===== src/rtl/channel_encoder_output.sv =====
// Quadrature / pulse-direction encoder emulation channel.
// Emits a programmed number of edges at a programmed per-edge period.
module channel_encoder_output #(
  parameter int CNT_W = 16,
  parameter int DIV_W = 16
) (
  input  logic             pe_enc_clk,
  input  logic             pe_enc_rst,
  input  logic             pe_enc_logic_clr,
  input  logic             r_eo_start,
  input  logic             r_eo_stop,
  input  logic             r_eo_dir,
  input  logic             r_eo_mode,
  input  logic             r_eo1p,
  input  logic             r_eo1np,
  input  logic [CNT_W-1:0] r_eo_edges,
  input  logic [DIV_W-1:0] r_eo_div,
  output logic             ec1po,
  output logic             ec1no,
  output logic             eo_busy,
  output logic             eo_done,
  output logic [CNT_W-1:0] r_eo_remain
);

  typedef enum logic {
    IDLE,
    RUN
  } state_t;

  state_t           state;
  logic [1:0]       phase;
  logic [1:0]       phase_nx;
  logic             raw_a;
  logic             raw_b;
  logic [CNT_W-1:0] remain;
  logic [DIV_W-1:0] divcnt;
  logic [DIV_W-1:0] div_q;
  logic [DIV_W-1:0] div_eff;
  logic             dir_q;
  logic             mode_q;

  assign div_eff  = (r_eo_div == '0) ? DIV_W'(1) : r_eo_div;
  assign phase_nx = dir_q ? phase - 2'd1 : phase + 2'd1;

  always_ff @(posedge pe_enc_clk) begin
    if (pe_enc_rst || pe_enc_logic_clr) begin
      state   <= IDLE;
      phase   <= 2'd0;
      raw_a   <= 1'b0;
      raw_b   <= 1'b0;
      remain  <= '0;
      divcnt  <= '0;
      div_q   <= '0;
      dir_q   <= 1'b0;
      mode_q  <= 1'b0;
      eo_done <= 1'b0;
    end else begin
      eo_done <= 1'b0;
      case (state)
        IDLE: begin
          if (r_eo_start && !r_eo_stop) begin
            if (r_eo_edges == '0) begin
              eo_done <= 1'b1;
            end else begin
              state  <= RUN;
              dir_q  <= r_eo_dir;
              mode_q <= r_eo_mode;
              div_q  <= div_eff;
              remain <= r_eo_edges;
              divcnt <= div_eff - DIV_W'(1);
              // pulse/dir shows direction as a level for the whole run
              if (r_eo_mode) raw_b <= r_eo_dir;
            end
          end
        end
        RUN: begin
          if (r_eo_stop) begin
            state <= IDLE;
          end else if (divcnt == '0) begin
            phase  <= phase_nx;
            remain <= remain - CNT_W'(1);
            divcnt <= div_q - DIV_W'(1);
            if (mode_q) begin
              raw_a <= ~raw_a;
            end else begin
              raw_a <= phase_nx[0] ^ phase_nx[1];
              raw_b <= phase_nx[1];
            end
            if (remain == CNT_W'(1)) begin
              state   <= IDLE;
              eo_done <= 1'b1;
            end
          end else begin
            divcnt <= divcnt - DIV_W'(1);
          end
        end
        default: state <= IDLE;
      endcase
    end
  end

  assign eo_busy     = (state == RUN);
  assign r_eo_remain = remain;
  assign ec1po       = raw_a ^ r_eo1p;
  assign ec1no       = raw_b ^ r_eo1np;

endmodule


===== config.mk =====
export PLATFORM = sky130hd
export DESIGN_NAME = channel_encoder_output
export DESIGN_NICKNAME = d
export VERILOG_FILES = /design/src/rtl/channel_encoder_output.sv
export SDC_FILE = /design/constraint.sdc
export NUM_CORES = 1
export LEC_CHECK = 0
export CAP_MARGIN = 5
export CORE_MARGIN = 2
export CORE_UTILIZATION = 40
export DETAILED_ROUTE_END_ITERATION = 8
export PLACE_DENSITY_LB_ADDON = 0.25
export SYNTH_ARGS = -nofsm -noshare
export SYNTH_HDL_FRONTEND = slang
export SYNTH_SLANG_ARGS = --single-unit
export TNS_END_PERCENT = 1

===== constraint.sdc =====
create_clock -name pe_enc_clk -period 3.41 [get_ports pe_enc_clk]
set_clock_uncertainty 0.2 [all_clocks]
set_input_delay 0.5115 -clock pe_enc_clk [delete_from_list [all_inputs] [get_ports pe_enc_clk]]
set_output_delay 0.5115 -clock pe_enc_clk [all_outputs]
set_load 0.01 [all_outputs]

# Yosys cells after proc, flatten, opt, wreduce, memory -nomap -nowiden
# Index checks and enable logic that the tools add are counted.
# word_totals
input_bits	41
regBits	56
wordCells	73
out_inout_bits	20
# op_classes
add_sub_neg	6
reduce_logical	11
bitwise	7
n_mux	32
n_eq_ne	7
# op_table
operator	count
$mux W16	9
$pmux W16 S2	2
$sub A16 B1 Y16 const B	4
$logic_not A16 Y1	3
$mux W1	17
$eq A16 B1 Y1 const B	1
$ne A2 B2 Y1 const B	5
$reduce_and A3 Y1	3
$pmux W1 S2	3
$reduce_and A6 Y1	1
$not A1 Y1	4
$reduce_and A4 Y1	1
$xor A1 B1 Y1	3
$add A2 B1 Y2 const B	1
$mux W2	1
$ne A2 B1 Y1 const B	1
$sub A2 B1 Y2 const B	1
$logic_and A1 B1 Y1	1
$logic_not A1 Y1	1
$logic_or A1 B1 Y1	1

# Logic depth before layout (Yosys ltp)
# Gate-level depths: netlist of the first run.
# depth
word_depth	6
depth_mapped	12
mapped_depth_nobuf	10

# Worst setup path before layout of the first run
# No wires, ideal clock.
# synth_timing
path_kind	reg2reg
startpoint	register state, in the netlist eo_busy
endpoint	register divcnt[12]
required_ns	3.088
path_stages_with_launch	10
setup_time_ns	0.122
arrival_ns	2.276
period_less_slack_ns	2.598
path_slack_ns	0.812
n_path_buf	3
path_cell_list	dfxtp_1 > inv_2 > clkbuf_1 > clkbuf_1 > o21a_1 > ha_1 > clkbuf_1 > nand4b_2 > o2111a_1 > a311o_1
# synth_via
elab_chain_cells	3
elab_cells_between_ends	6
classes_between	eq/ne: 3; mux: 1; bitwise: 1; reduce/logical: 1
# synth_rtl
item	line_no	rtl
from (decl)	30	state_t state;
from (signal assigned)	47	state <= IDLE;
from (signal assigned)	65	state <= RUN;
from (signal assigned)	78	state <= IDLE;
$not A1 Y1 (no source line)	-	
$ne A2 B2 Y1 (no source line)	-	
$reduce_and A3 Y1 (no source line)	-	
to (signal assigned)	70	divcnt <= div_eff - DIV_W'(1);
to (signal assigned)	82	divcnt <= div_q - DIV_W'(1);
to (signal assigned)	94	divcnt <= divcnt - DIV_W'(1);
to (decl)	36	logic [DIV_W-1:0] divcnt;
# Parallel ways exist; a longest one is shown, timed or not.
# A chain may end at the register's enable or synchronous reset.

# Final worst setup path of the first run
# layout_timing
startpoint	register divcnt[3]
endpoint	register divcnt[12]
# layout_via
elab_chain_cells	4
elab_cells_between_ends	5
classes_between	add/sub: 1; mux: 3; reduce/logical: 1
# layout_rtl
item	line_no	rtl
$sub A16 B1 Y16 or $logic_not A16 Y1 (tied branches)	94, 79	
$mux W16 (*)	79	end else if (divcnt == '0) begin
$mux W16 (*)	77	if (r_eo_stop) begin
$pmux W16 S2 (*)	59	case (state)
# Mark *: on every way between the ends. The rest lies on a longest branch, timed or not. The select of a mux whose other input is x is not followed.

==> results.sh, run 1 <==
export IMPL_status="completed"
export IMPL_fp_dieW_microns=95.22
export IMPL_grt_max_degree=39
export IMPL_crit_chain="nor4_1 > nand4_1 > nor2_1 > a21oi_1 > o21a_1 > ha_1 > nand4b_2 > nor3b_1 > a311o_1"
export IMPL_leakage_nw=1.426
export IMPL_max_vdd_ir_drop_mv=0.1941
export IMPL_dp_hpwl_mm=7.381
export IMPL_synth_edf_count=0
export IMPL_initial_core_util_pct=40.92
export IMPL_met1_length_mm=4.579
export IMPL_area_delta_synth_final_pct=25.86
export IMPL_drt_initial_drc_count=384
export IMPL_path_clk_slew_ps=110
export IMPL_cp_end_kind="flip-flop"
export IMPL_fmax_ghz=0.3157
export IMPL_post_route_period_util_pct=92.88
export IMPL_cp_max_fo=8
export IMPL_setup_tns_final_ps=0
export IMPL_start_kind="flip-flop"
export IMPL_ys_warn_count=0
export IMPL_max_cap_violations=0
export IMPL_cp_arrival_ps=3190
export IMPL_setup_viol=0
export IMPL_synth_cell_types=62
export IMPL_tightest_slew_ps=707.8
export IMPL_hold_path_class="reg -> reg"
export IMPL_root_buffer="clkbuf_8"
export IMPL_grt_ovfl_total=0
export IMPL_async_flop_share_pct=0
export IMPL_cts_buffer_depth=2
export IMPL_row_count=33
export IMPL_wl_per_cell_microns=16.86
export IMPL_grt_pass1_vias=3258
export IMPL_synth_area_sq_um=3328
export IMPL_met3_length_microns=809
export IMPL_final_common_cell="clkdlybuf4s50_1"
export IMPL_clk_latency_ps=320
export IMPL_seq_area_frac_synth_pct=33.68
export IMPL_coreArea_sq_um=8134
export IMPL_ios=61
export IMPL_synth_area_per_cell_sq_um=7.704
export IMPL_track_usage_pct=22.69
export IMPL_finalHoldViolCount=0
export IMPL_synthesis_nets=476
export IMPL_viasPerCell=6.017
export IMPL_ctsResizeCount=0
export IMPL_first_pass_iters=6
export IMPL_period_needed_ps=3167
export IMPL_cts_hold_buf=0
export IMPL_die_y_microns=95.22
export IMPL_wl_mm=10.02
export IMPL_synthFlopType="dfxtp_1"
export IMPL_drive_gt1_share_pct=9.202
export IMPL_worstSetupPathType="reg -> reg"
export IMPL_portBuffers=60
export IMPL_antenna_found_initial=0
export IMPL_cts_buffers=5
export IMPL_critPathSlowestCell="nor2_1"
export IMPL_synthCells=432
export IMPL_clock_sinks=56
export IMPL_critPathMaxStageDelay_ps=560
export IMPL_htree_levels=2
export IMPL_globalplace_congestion=1.043
export IMPL_final_nets=532
export IMPL_postRouteAntennaNets=0
export IMPL_p_per_area_nw_per_um2=353.9
export IMPL_top_layer="met4"
export IMPL_via_count=3574
export IMPL_crit_required_ps=3430
export IMPL_antennaDiodeCount=0
export IMPL_grt_pass1_wl_mm=16.15
export IMPL_die_area_sq_um=9066
export IMPL_slew_viol_final=0
export IMPL_rsz0062_at_grt="false"
export IMPL_met2_wirelength_mm=4.340
export IMPL_cts_tree="yes"
export IMPL_ys_ff_latch=56
export IMPL_final_core_util_pct=51.50
export IMPL_relSlewSlack_pct=52.31
export IMPL_cts_setup_buffers=0
export IMPL_final_cell_mix="60 x clkdlybuf4s50_1, 56 x nand2_1, 55 x dfxtp_1"
export IMPL_route_detailed_drc=0
path summary, 6_finish.rpt:
path	from	to	slack, ps	depth (start not counted)
max reg2reg	divcnt[3]	divcnt[12]	240	9
min reg2reg	div_q[5]	div_q[5]	270	2
max	divcnt[3]	divcnt[12]	240	9
min	div_q[5]	div_q[5]	270	2
metrics by stage:
stage	hold WS [ps]	total power [mW]	area [sq um]	worst slack [ps]	instances
after floorplan	236.5	0.8929	3328	811.9	432
after global placement	245.6	1.028	4073	213.9	586
after detailed placement	248.2	1.029	4073	140.7	586
after CTS	263.0	1.483	4188	361.2	594
after global routing	294.9	1.541	4189	69.25	594
final	267.3	1.483	4189	242.8	594
power breakdown:
part / switching, mW / total [mW] / internal (mW) / leakage (nW)
logic: 0.187 / 0.329 / 0.142 / 0.916
registers: 0.0216 / 0.693 / 0.672 / 0.455
clock network: 0.238 / 0.460 / 0.222 / 0.0548
total: 0.447 / 1.48 / 1.04 / 1.43
kinds of logic (layout without fill, tap and decap cells):
logic type               Yosys count  in the layout  synth area share [%]
multiplexers                      10             10                 3.158
buffers and inverters             37             94                 4.662
XOR/XNOR                          10             10                 2.631
AO/OA/AOI/OAI                    135            135                 27.26
adder cells (fa/ha/maj)            3              3                 1.128
flip-flops                        56             56                 33.68
AND/OR/NAND/NOR                  181            181                 27.48
state kept, by name, indices dropped and copies added (netlist names):
register     count
divcnt          16
mode_q           1
dir_q            1
eo_done          1
raw_a            1
eo_busy          1
div_q           16
r_eo_remain     16
raw_b            1
phase            2
synth_stat cells, types with 5 or more instances:
library cell,n,area (sq um)
dfxtp_1,56,1121
nand2_1,56,210.2
nor2_1,51,191.4
a21oi_1,36,180.2
o21ai_0,22,110.1
nor4_1,17,106.4
clkbuf_1,16,60.06
a22oi_1,15,112.6
nand3_1,12,60.06
a211oi_1,10,75.07
inv_1,10,37.54
a31oi_1,9,56.30
nor3_1,9,45.04
buf_2,7,35.03
mux2i_1,6,60.06
nand2b_1,5,31.28
nand4_1,5,31.28
o31ai_1,5,37.54
xnor2_1,5,43.79
xor2_1,5,43.79
worst max-delay path: cells and delay by family (launching register included):
family / cells / cell delay, ps
adders and majority gates: 1 / 300
AOI/OAI and AO/OA: 3 / 640
and+or+nand+nor: 5 / 1550
DFF: 1 / 360
cell type report:
type	count	area [sq um]
timing repair buffer	75	725.7
sequential	56	1122
inverter	11	41.29
fill	787	3945
clock inverter	3	46.29
tap	105	131.4
clock buffer	5	68.82
multi-input combinational	339	2053
metal layers:
metal / global-route usage, % / vias to the layer above
met5: 0 / -
met1: 31.97 / 1678
li1: - / 1714
met2: 34.74 / 154
met3: 4.664 / 28
met4: 7.005 / 0
No activity file was read; power rests on OpenSTA's default activity.
==> inputs of run 2 (changes only) <==
ABC_AREA = 1   (was not set)
CAP_MARGIN = 30   (was 5)
==> run 2 against run 1 <==
Clock-buffer cell count unchanged. Global-route usage shrank 2.7 points. Clock power is 12% higher. Power increased by 9.7%. Core utilization down 1.9 points. Via count rose by 6.8%. Synthesized area is 13% higher. Critical endpoint is now eo_busy. Largest power group unchanged. Highest routed layer unchanged.
==> results.sh, run 2 <==
export IMPL_relSlewSlack_pct=48.01
export IMPL_period_needed_ps=2654
export IMPL_synthCells=596
export IMPL_start_kind="flip-flop"
export IMPL_portBuffers=60
export IMPL_ys_warn_count=0
export IMPL_async_flop_share_pct=0
export IMPL_total_power_mw=1.626
export IMPL_wl_per_cell_microns=13.03
export IMPL_track_usage_pct=19.98
export IMPL_fp_dieW_microns=100.8
export IMPL_worstHoldPathCells=2
export IMPL_first_pass_iters=5
export IMPL_root_buffer="clkbuf_8"
export IMPL_crit_chain="buf_4 > clkdlybuf4s50_1"
export IMPL_worstSetupPathType="reg -> out"
export IMPL_post_route_period_util_pct=77.82
export IMPL_die_area_sq_um=10150
export IMPL_cts_hold_buf=0
export IMPL_seq_area_frac_synth_pct=29.94
export IMPL_ys_ff_latch=56
export IMPL_drt_initial_drc_count=204
export IMPL_initial_core_util_pct=40.92
export IMPL_ctsResizeCount=0
export IMPL_cp_arrival_ps=1940
export IMPL_status="completed"
export IMPL_path_clk_slew_ps=100
export IMPL_reg2reg_slack_ps=780
export IMPL_cp_end_kind="output pin"
export IMPL_grt_pass1_vias=3568
export IMPL_cts_buffer_depth=2
export IMPL_final_nets=692
export IMPL_clock_sinks=56
export IMPL_synthFlopType="dfxtp_1"
export IMPL_rsz0062_at_grt="false"
export IMPL_die_y_microns=100.8
export IMPL_setup_tns_final_ps=0
export IMPL_area_delta_synth_final_pct=21.25
export IMPL_cts_buffers=5
export IMPL_finalHoldViolCount=0
export IMPL_globalplace_congestion=0.8648
export IMPL_grt_ovfl_total=0
export IMPL_drive_gt1_share_pct=8.488
export IMPL_slew_viol_final=0
export IMPL_viasPerCell=5.029
export IMPL_synth_most_common_cell="nand2_1"
export IMPL_crit_buf_inv=2
export IMPL_cts_tree="yes"
export IMPL_critPathCapture="eo_busy"
export IMPL_synthesis_nets=640
export IMPL_grt_max_degree=44
export IMPL_synth_area_sq_um=3745
export IMPL_p_per_area_nw_per_um2=358.0
export IMPL_timing_critical_path_from="eo_busy"
export IMPL_final_cell_mix="123 x nand2_1, 98 x inv_1, 77 x nor2_1"
export IMPL_cts_setup_buffers=0
export IMPL_coreArea_sq_um=9153
export IMPL_setup_viol=0
export IMPL_via_count=3817
export IMPL_ios=61
export IMPL_htree_levels=2
export IMPL_cpLargestDelayFamily="buffers and inverters"
export IMPL_synthTopCellsByArea="dfxtp_1 30%, nand2_1 12%, inv_1 9.8%"
export IMPL_synth_area_per_cell_sq_um=6.283
export IMPL_hold_path_class="reg -> reg"
export IMPL_n_fill_cell=929
export IMPL_synth_top_cell_by_area="dfxtp_1"
export IMPL_reg2reg_from="divcnt[13]"
export IMPL_dp_hpwl_mm=7.337
export IMPL_antennaDiodeCount=0
export IMPL_clk_latency_ps=310
export IMPL_antenna_found_initial=0
export IMPL_postRouteAntennaNets=0
export IMPL_wl_mm=9.890
export IMPL_synth_common_cells="123 x nand2_1, 98 x inv_1, 78 x nor2_1"
export IMPL_r2r_end="divcnt[12]"
export IMPL_critPathMaxStageDelay_ps=630
export IMPL_grt_pass1_wl_mm=16.62
export IMPL_synth_top_area_share_pct=29.94
export IMPL_route_detailed_drc=0
export IMPL_crit_required_ps=2700
export IMPL_fmax_ghz=0.3768
export IMPL_synth_cell_types=36
export IMPL_leakage_nw=2.050
export IMPL_path_depth=2
export IMPL_critPathSlowestCell="clkdlybuf4s50_1"
export IMPL_synth_edf_count=0
export IMPL_row_count=35
export IMPL_max_vdd_ir_drop_mv=0.1766
export IMPL_max_cap_violations=0
export IMPL_r2r_cells=15
export IMPL_tightest_slew_ps=778.9
export IMPL_cp_max_fo=43
export IMPL_final_common_cell="nand2_1"
[run 2: worst reg2reg max path, cell delays in order, from the launching register on]
cell	delay [ps]
dfxtp_1	340
nor2_1	130
nand2_1	130
nor2_4	250
nand2_2	300
o21bai_1	220
nand2_1	70
nand2_1	90
inv_1	70
ha_1	210
nand2_1	160
nor2_2	90
nand3_1	70
nand2_1	50
nor2_1	110
nor2_1	40
[run 2: layout make-up]
class,instances,area [sq um],share of cell area [%]
timing repair buffer,68,660.6,14.55
inverter,100,375.4,8.267
clock buffer,5,68.82,1.516
multi-input combinational,417,2115,46.57
sequential,56,1122,24.72
tap,111,138.9,3.059
clock inverter,2,60.06,1.323
[run 2: stage by stage]
step	hold slack, ps	util (%)	cells	worst slack, ps	area [sq um]
6_report	266.7	49.61	759	756.2	4541
5_1_grt	278.5	49.61	759	564.4	4541
4_1_cts	264.3	49.61	759	758.3	4541
3_5_place_dp	249.9	48.20	752	545.7	4412
3_3_place_gp	244.7	48.20	752	606.5	4412
2_1_floorplan	229.9	-	596	1236	3745
[run 2: kinds of logic (layout without fill, tap and decap cells)]
logic type               count (synthesis)  in the layout  synth area share [%]
XOR/XNOR                                11             11                 2.573
AND/OR/NAND/NOR                        290            290                 36.42
flip-flops                              56             56                 29.94
AO/OA/AOI/OAI                          113            113                 16.40
adder cells (fa/ha/maj)                  3              3                 1.002
buffers and inverters                  123            175                 13.66
[run 2: how the worst min path moves through the flow]
stage / startpoint / to
2_1_floorplan: div_q[0] / div_q[0]
3_3_place_gp: div_q[9] / div_q[9]
3_5_place_dp: div_q[0] / div_q[0]
4_1_cts: div_q[0] / div_q[0]
5_1_grt: div_q[9] / div_q[9]
6_report: div_q[7] / div_q[7]
[run 2: report_power, final]
| group | switching [mW] | internal (mW) |
|---|---|---|
| registers | 0.0182 | 0.675 |
| logic | 0.253 | 0.162 |
| clock network | 0.228 | 0.290 |
| total | 0.499 | 1.13 |
[run 2: per-layer routing]
| metal | vias up | share of wire, % | track usage, % |
|---|---|---|---|
| met2 | 86 | 45 | 31.79 |
| met1 | 1736 | 49 | 28.44 |
| met4 | 0 | 0.92 | 5.374 |
| met3 | 8 | 4.5 | 2.497 |
| met5 | - | 0 | 0 |
| li1 | 1987 | - | - |
